**src/rtl/frame_pixel_writer_pkg.sv**
```systemverilog
// Shared constants for the frame pixel writer: default geometry, counter width and FSM encodings.
package frame_pixel_writer_pkg;

    localparam int PIX_W_DEF      = 12;
    localparam int ROWS_DEF       = 240;
    localparam int COLS_DEF       = 320;
    localparam int ROW_W_DEF      = 8;
    localparam int COL_W_DEF      = 9;
    localparam int FIFO_DEPTH_DEF = 4;

    // Wide enough to count a full 320x240 frame.
    localparam int CNT_W = 17;

    localparam logic [1:0] ST_IDLE  = 2'd0;
    localparam logic [1:0] ST_RECV  = 2'd1;
    localparam logic [1:0] ST_DRAIN = 2'd2;
    localparam logic [1:0] ST_DONE  = 2'd3;

    function automatic logic state_is_busy(input logic [1:0] st);
        return (st == ST_RECV) || (st == ST_DRAIN);
    endfunction

endpackage

```
**src/rtl/frame_pixel_writer_fifo.sv**
```systemverilog
// Small show-ahead pixel FIFO that soaks up frame-memory stalls; flush empties it in one cycle.
module frame_pixel_writer_fifo #(
    parameter int DEPTH = 4,
    parameter int WIDTH = 12
) (
    input  logic             clk_i,
    input  logic             rst_ni,
    input  logic             flush_i,
    input  logic             push_i,
    input  logic             pop_i,
    input  logic [WIDTH-1:0] data_i,
    output logic [WIDTH-1:0] data_o,
    output logic             full_o,
    output logic             empty_o
);
    localparam int AW = $clog2(DEPTH);
    localparam logic [AW:0] FULL_CNT = (AW + 1)'(DEPTH);

    logic [WIDTH-1:0] mem_q [DEPTH];
    logic [AW-1:0]    wr_ptr_q;
    logic [AW-1:0]    rd_ptr_q;
    logic [AW:0]      count_q;

    // Pointers wrap naturally because DEPTH is a power of two.
    always_ff @(posedge clk_i or negedge rst_ni) begin
        if (!rst_ni) begin
            wr_ptr_q <= '0;
            rd_ptr_q <= '0;
            count_q  <= '0;
        end else if (flush_i) begin
            wr_ptr_q <= '0;
            rd_ptr_q <= '0;
            count_q  <= '0;
        end else begin
            if (push_i) wr_ptr_q <= wr_ptr_q + AW'(1);
            if (pop_i)  rd_ptr_q <= rd_ptr_q + AW'(1);
            case ({push_i, pop_i})
                2'b10:   count_q <= count_q + (AW + 1)'(1);
                2'b01:   count_q <= count_q - (AW + 1)'(1);
                default: count_q <= count_q;
            endcase
        end
    end

    always_ff @(posedge clk_i) begin
        if (push_i && !flush_i) mem_q[wr_ptr_q] <= data_i;
    end

    assign data_o  = mem_q[rd_ptr_q];
    assign full_o  = (count_q == FULL_CNT);
    assign empty_o = (count_q == '0);

endmodule

```
**src/rtl/frame_pixel_writer.sv**
```systemverilog
// Receives a strobed RGB444 pixel stream, tags pixels with raster row/col and writes them to
// frame memory through a ready handshake, reporting frame completion, overflow and framing errors.
module frame_pixel_writer
    import frame_pixel_writer_pkg::*;
#(
    parameter int PIX_W      = PIX_W_DEF,
    parameter int ROWS       = ROWS_DEF,
    parameter int COLS       = COLS_DEF,
    parameter int ROW_W      = ROW_W_DEF,
    parameter int COL_W      = COL_W_DEF,
    parameter int FIFO_DEPTH = FIFO_DEPTH_DEF
) (
    input  logic             clk_i,
    input  logic             rst_ni,
    input  logic             sof_i,
    input  logic [PIX_W-1:0] pixel_i,
    input  logic             strobe_i,
    input  logic             mem_ready_i,
    output logic             wr_en_o,
    output logic [PIX_W-1:0] wr_data_o,
    output logic [ROW_W-1:0] wr_row_o,
    output logic [COL_W-1:0] wr_col_o,
    output logic             busy_o,
    output logic             frame_done_o,
    output logic             overflow_o,
    output logic             sync_err_o
);
    localparam logic [CNT_W-1:0] LAST_PIX = CNT_W'(ROWS * COLS - 1);
    localparam logic [COL_W-1:0] COL_LAST = COL_W'(COLS - 1);

    logic [1:0]       state_q, state_d;
    logic [CNT_W-1:0] accept_q;
    logic [ROW_W-1:0] row_q, row_d;
    logic [COL_W-1:0] col_q, col_d;
    logic             out_valid_q;
    logic [PIX_W-1:0] out_data_q;
    logic [ROW_W-1:0] out_row_q;
    logic [COL_W-1:0] out_col_q;
    logic             overflow_q;
    logic             sync_err_q;

    logic             fifo_full, fifo_empty;
    logic [PIX_W-1:0] fifo_data;
    logic             push_req, push, pop, drop, stray;

    // A strobe in the same cycle as sof belongs to neither frame and is simply ignored.
    assign push_req = strobe_i && !sof_i && (state_q == ST_RECV);
    assign stray    = strobe_i && !sof_i && (state_q != ST_RECV);
    assign pop      = !sof_i && !fifo_empty && (!out_valid_q || mem_ready_i);
    assign push     = push_req && (!fifo_full || pop);
    assign drop     = push_req && fifo_full && !pop;

    frame_pixel_writer_fifo #(
        .DEPTH (FIFO_DEPTH),
        .WIDTH (PIX_W)
    ) u_pixel_fifo (
        .clk_i   (clk_i),
        .rst_ni  (rst_ni),
        .flush_i (sof_i),
        .push_i  (push),
        .pop_i   (pop),
        .data_i  (pixel_i),
        .data_o  (fifo_data),
        .full_o  (fifo_full),
        .empty_o (fifo_empty)
    );

    always_comb begin
        state_d = state_q;
        if (sof_i) begin
            state_d = ST_RECV;
        end else begin
            case (state_q)
                ST_IDLE:  state_d = ST_IDLE;
                ST_RECV:  if (push_req && accept_q == LAST_PIX) state_d = ST_DRAIN;
                ST_DRAIN: if (fifo_empty && !out_valid_q) state_d = ST_DONE;
                ST_DONE:  state_d = ST_IDLE;
                default:  state_d = ST_IDLE;
            endcase
        end
    end

    // Raster address of the next pixel loaded into the output register.
    always_comb begin
        row_d = row_q;
        col_d = col_q;
        if (col_q == COL_LAST) begin
            col_d = '0;
            row_d = row_q + ROW_W'(1);
        end else begin
            col_d = col_q + COL_W'(1);
        end
    end

    always_ff @(posedge clk_i or negedge rst_ni) begin
        if (!rst_ni) begin
            state_q     <= ST_IDLE;
            accept_q    <= '0;
            row_q       <= '0;
            col_q       <= '0;
            out_valid_q <= 1'b0;
            out_data_q  <= '0;
            out_row_q   <= '0;
            out_col_q   <= '0;
            overflow_q  <= 1'b0;
            sync_err_q  <= 1'b0;
        end else begin
            state_q <= state_d;
            if (sof_i) begin
                accept_q    <= '0;
                row_q       <= '0;
                col_q       <= '0;
                out_valid_q <= 1'b0;
                overflow_q  <= 1'b0;
                sync_err_q  <= 1'b0;
            end else begin
                // Dropped pixels still count so the frame length stays fixed.
                if (push_req) accept_q <= accept_q + CNT_W'(1);
                if (drop)     overflow_q <= 1'b1;
                if (stray)    sync_err_q <= 1'b1;
                if (pop) begin
                    out_valid_q <= 1'b1;
                    out_data_q  <= fifo_data;
                    out_row_q   <= row_q;
                    out_col_q   <= col_q;
                    row_q       <= row_d;
                    col_q       <= col_d;
                end else if (mem_ready_i) begin
                    out_valid_q <= 1'b0;
                end
            end
        end
    end

    assign wr_en_o      = out_valid_q;
    assign wr_data_o    = out_data_q;
    assign wr_row_o     = out_row_q;
    assign wr_col_o     = out_col_q;
    assign busy_o       = state_is_busy(state_q);
    assign frame_done_o = (state_q == ST_DONE);
    assign overflow_o   = overflow_q;
    assign sync_err_o   = sync_err_q;

endmodule

```
**config.mk**
```make
export PLATFORM = sky130hd
export DESIGN_NAME = frame_pixel_writer
export DESIGN_NICKNAME = d
export VERILOG_FILES = /design/src/rtl/frame_pixel_writer_pkg.sv /design/src/rtl/frame_pixel_writer_fifo.sv /design/src/rtl/frame_pixel_writer.sv
export SDC_FILE = /design/constraint.sdc
export NUM_CORES = 1
export LEC_CHECK = 0
export CORE_MARGIN = 5
export CORE_UTILIZATION = 30
export CTS_BUF_LIST = sky130_fd_sc_hd__clkbuf_2 sky130_fd_sc_hd__clkbuf_4 sky130_fd_sc_hd__clkbuf_8
export CTS_CLUSTER_SIZE = 30
export DETAILED_ROUTE_END_ITERATION = 16
export GPL_ROUTABILITY_DRIVEN = 0
export PLACE_DENSITY = 0.5
export SYNTH_ARGS = -nofsm -noshare
export SYNTH_HDL_FRONTEND = slang
export SYNTH_SLANG_ARGS = --single-unit
```
**constraint.sdc**
```tcl
create_clock -name clk_i -period 4.7 [get_ports clk_i]
set_input_delay 0.94 -clock clk_i [delete_from_list [all_inputs] [get_ports clk_i]]
set_output_delay 0.94 -clock clk_i [all_outputs]
set_load 0.02 [all_outputs]
```
==> results.md <==
* Outcome: finished clean
* Top post-synthesis cells by count: dfrtp_1 (75), edfxtp_1 (48), nor2_1 (40)
* First-pass GRT wire length at 17.2 mm
* Syn Area/Cell at 13.4 um2
* Post-synthesis sequential area ratio at 62.9%
* Achievable Freq at 0.354 GHz
* Slew headroom at 34.2%
* Ant. Diodes at 0
* Cell Area, Placed at 0.00600 mm2
* Drc violations at 0
* Vias per cell at 4.64
* Reg2Reg Setup Slack at 2.33 ns
* Asr flop ratio synth at 61.0%
* Gr ovfl total at 0
* Clk slew on worst S/H paths at 0.07 ns
* Setup WS pre-CTS at 1.49 ns
* Synth area leaders: dfrtp_1 (36%), edfxtp_1 (27%), mux4_2 (5.1%)
* Synth Flop Type: dfrtp_1
* Row count at 48
* Fill cell count at 1,672
* Die Wd at 143 um
* Critical path peak fanout at 4
* Type of the worst setup path: reg -> out
* CTS Buf Count at 17
* Number of global-route vias before repair at 3,251
* Synthesized flop and latch total at 123
* Initial antenna violation count at 0
* Post-synthesis to final-layout area growth at 22.0%
* Critical Path End: busy_o
* Actual slew at the worst max-slew pin at 0.987 ns
* 1st-iter DRT viols at 181
* Largest net degree at the start of global routing at 76
* Finished Layout Cells at 686
* Pwr dens at 474 mW/mm2
* Share of layout cells above drive strength 1 at 14.3%
* Required time of the critical path at 3.76 ns
* Post-synth top area share at 35.6%
* Hold-fix buffers, CTS at 0
* CP Launch Type: register
* Routed vias at 3,180
* Crit. Startpoint: state_q[0]$_DFFE_PN0P_
* Die height at 143 um
* Tcrit/Tclk final at 60.1%
* Initial Utilization at 30.5%
* Reg2Reg Depth at 6
* Clock sink total at 123
* Worst min-delay path class: reg -> reg
* Synth area leader: dfrtp_1
* Die area at 0.0203 mm2
* Most frequent cell after synthesis: dfrtp_1
* CTS tree: yes
* RSZ-0062 raised after global routing: false
* Post-Syn Area at 0.00528 mm2
* Synth Net Count at 422
* Post-CTS Setup Inserts at 0
* Final ANT Viol Nets at 0
* Setup_tns at 0 ns
* Mean routed wirelength per cell at 14.8 um
* Post-synth EDFFs at 48
* Min Tclk post-route at 2.82 ns
* Post-route setup slack at 1.88 ns
* Slew Limit Fails at 0
* RR Endpoint: u_pixel_fifo.mem_q[1][4]$_DFFE_PP_
* Port bufs at 50
* H-tree depth at 4
* Post-synth cell types at 44
* Drt pass-1 iters at 4
* Fin. Hold Viols at 0
* Peak VDD IR at 0.183 mV
* Max-cap violation count at 0
* Layout net count at 477
* Bufs on Longest Clock Path at 2
* Gr usage total at 11.0%
* Core Area at 0.0173 mm2
* DPL Wire Length at 6.97 mm
* Placed cells at 654
* Worst-skew pair later-pin latency at 0.44 ns
* # IOs at 51
* Worst r2r src: state_q[1]$_DFFE_PN0P_
* Worst path arrival time at 1.88 ns
* Cells after Synth at 393
* Post_cts resized at 0
* Root buffer cell: clkbuf_8
* Crit path capture type: primary output
* Final setup violation count at 0
* Design area at 0.00643 mm2
* Leak Pwr at 0.00253 uW
* Total Wirelength at 10.2 mm
* Synth Warn # at 0
* Layout Skew at 0.0110 ns
-- critical path: stages (launching register included) --
cell and delay (ns):
dfrtp_1 0.41, inv_1 0.08, ha_1 0.30, inv_1 0.06
clkdlybuf4s50_1 0.59
-- per-layer routing --
metal | global-route usage, % | wire length [um]
met3 | 3.92 | 416
met1 | 13.7 | 4520
met4 | 4.85 | 226
met2 | 17.2 | 5030
met5 | 0 | 0
-- flip-flops by register name, summed over array words and instances, names as in the netlist --
register	cells
state_q	2
u_pixel_fifo.count_q	3
wr_row_o	8
wr_en_o	1
u_pixel_fifo.wr_ptr_q	2
accept_q	17
wr_col_o	9
sync_err_o	1
u_pixel_fifo.rd_ptr_q	2
overflow_o	1
row_q	8
col_q	9
u_pixel_fifo.mem_q	48
wr_data_o	12
-- cell families after synthesis --
| kind of cell | synth area share [%] |
|---|---|
| AO/OA/AOI/OAI | 4.15 |
| XOR/XNOR | 3.49 |
| adder cells (fa/ha/maj) | 2.99 |
| buffers and inverters | 2.28 |
| flip-flops | 62.9 |
| multiplexers | 12.7 |
| AND/OR/NAND/NOR | 11.5 |
-- power by group --
group,switching [uW],internal [uW]
clock,398,611
sequential,109,1230
combinational,347,349
-- layout by cell type, fill, tap and decap left out, types with 6 or more instances in the layout --
master,synthesis,final
edfxtp_1,48,48
nand2_1,23,23
nor3_1,7,7
or3_1,10,10
inv_1,11,11
xnor2_1,13,13
clkbuf_8,0,22
mux4_2,12,12
o21ai_0,9,9
ha_1,11,11
nand2b_1,6,6
mux2_1,20,20
and2_1,7,7
nor2_1,40,39
xor2_1,8,8
a21oi_1,17,17
clkdlybuf4s50_1,0,48
nand4_1,6,6
dfrtp_1,75,75
nand3_1,7,7
mux2_2,13,13
-- through the flow --
stage	total power, uW	hold slack (ns)	util (%)
CTS	3110	0.491	37.2
finish	3050	0.484	37.2
detailed placement	2080	0.476	34.7
global placement	2070	0.467	34.7
global route	3230	0.513	37.2
floorplan	1800	0.495	-
-- worst min path at each step --
stage,from,endpoint,slack (ns),cells after the start
finish,wr_data_o[4]$_DFFE_PN0P_,wr_data_o[4]$_DFFE_PN0P_,0.48,1
global route,wr_data_o[7]$_DFFE_PN0P_,wr_data_o[7]$_DFFE_PN0P_,0.51,1
CTS,wr_data_o[4]$_DFFE_PN0P_,wr_data_o[4]$_DFFE_PN0P_,0.49,1
detailed placement,wr_data_o[4]$_DFFE_PN0P_,wr_data_o[4]$_DFFE_PN0P_,0.48,1
global placement,wr_row_o[0]$_DFFE_PN0P_,wr_row_o[0]$_DFFE_PN0P_,0.47,1
floorplan,row_q[7]$_DFFE_PN0P_,wr_row_o[7]$_DFFE_PN0P_,0.50,1
-- area by class of cell --
cell class | instances | area [um2] | area share, %
multi-input combinational | 242 | 1840 | 28.6
tap | 225 | 282 | 4.37
inverter | 11 | 41.3 | 0.642
clock inverter | 7 | 113 | 1.75
sequential | 123 | 3320 | 51.6
clock buffer | 25 | 325 | 5.06
timing repair buffer | 53 | 515 | 8.01
Power figures use the tool's default switching activity.
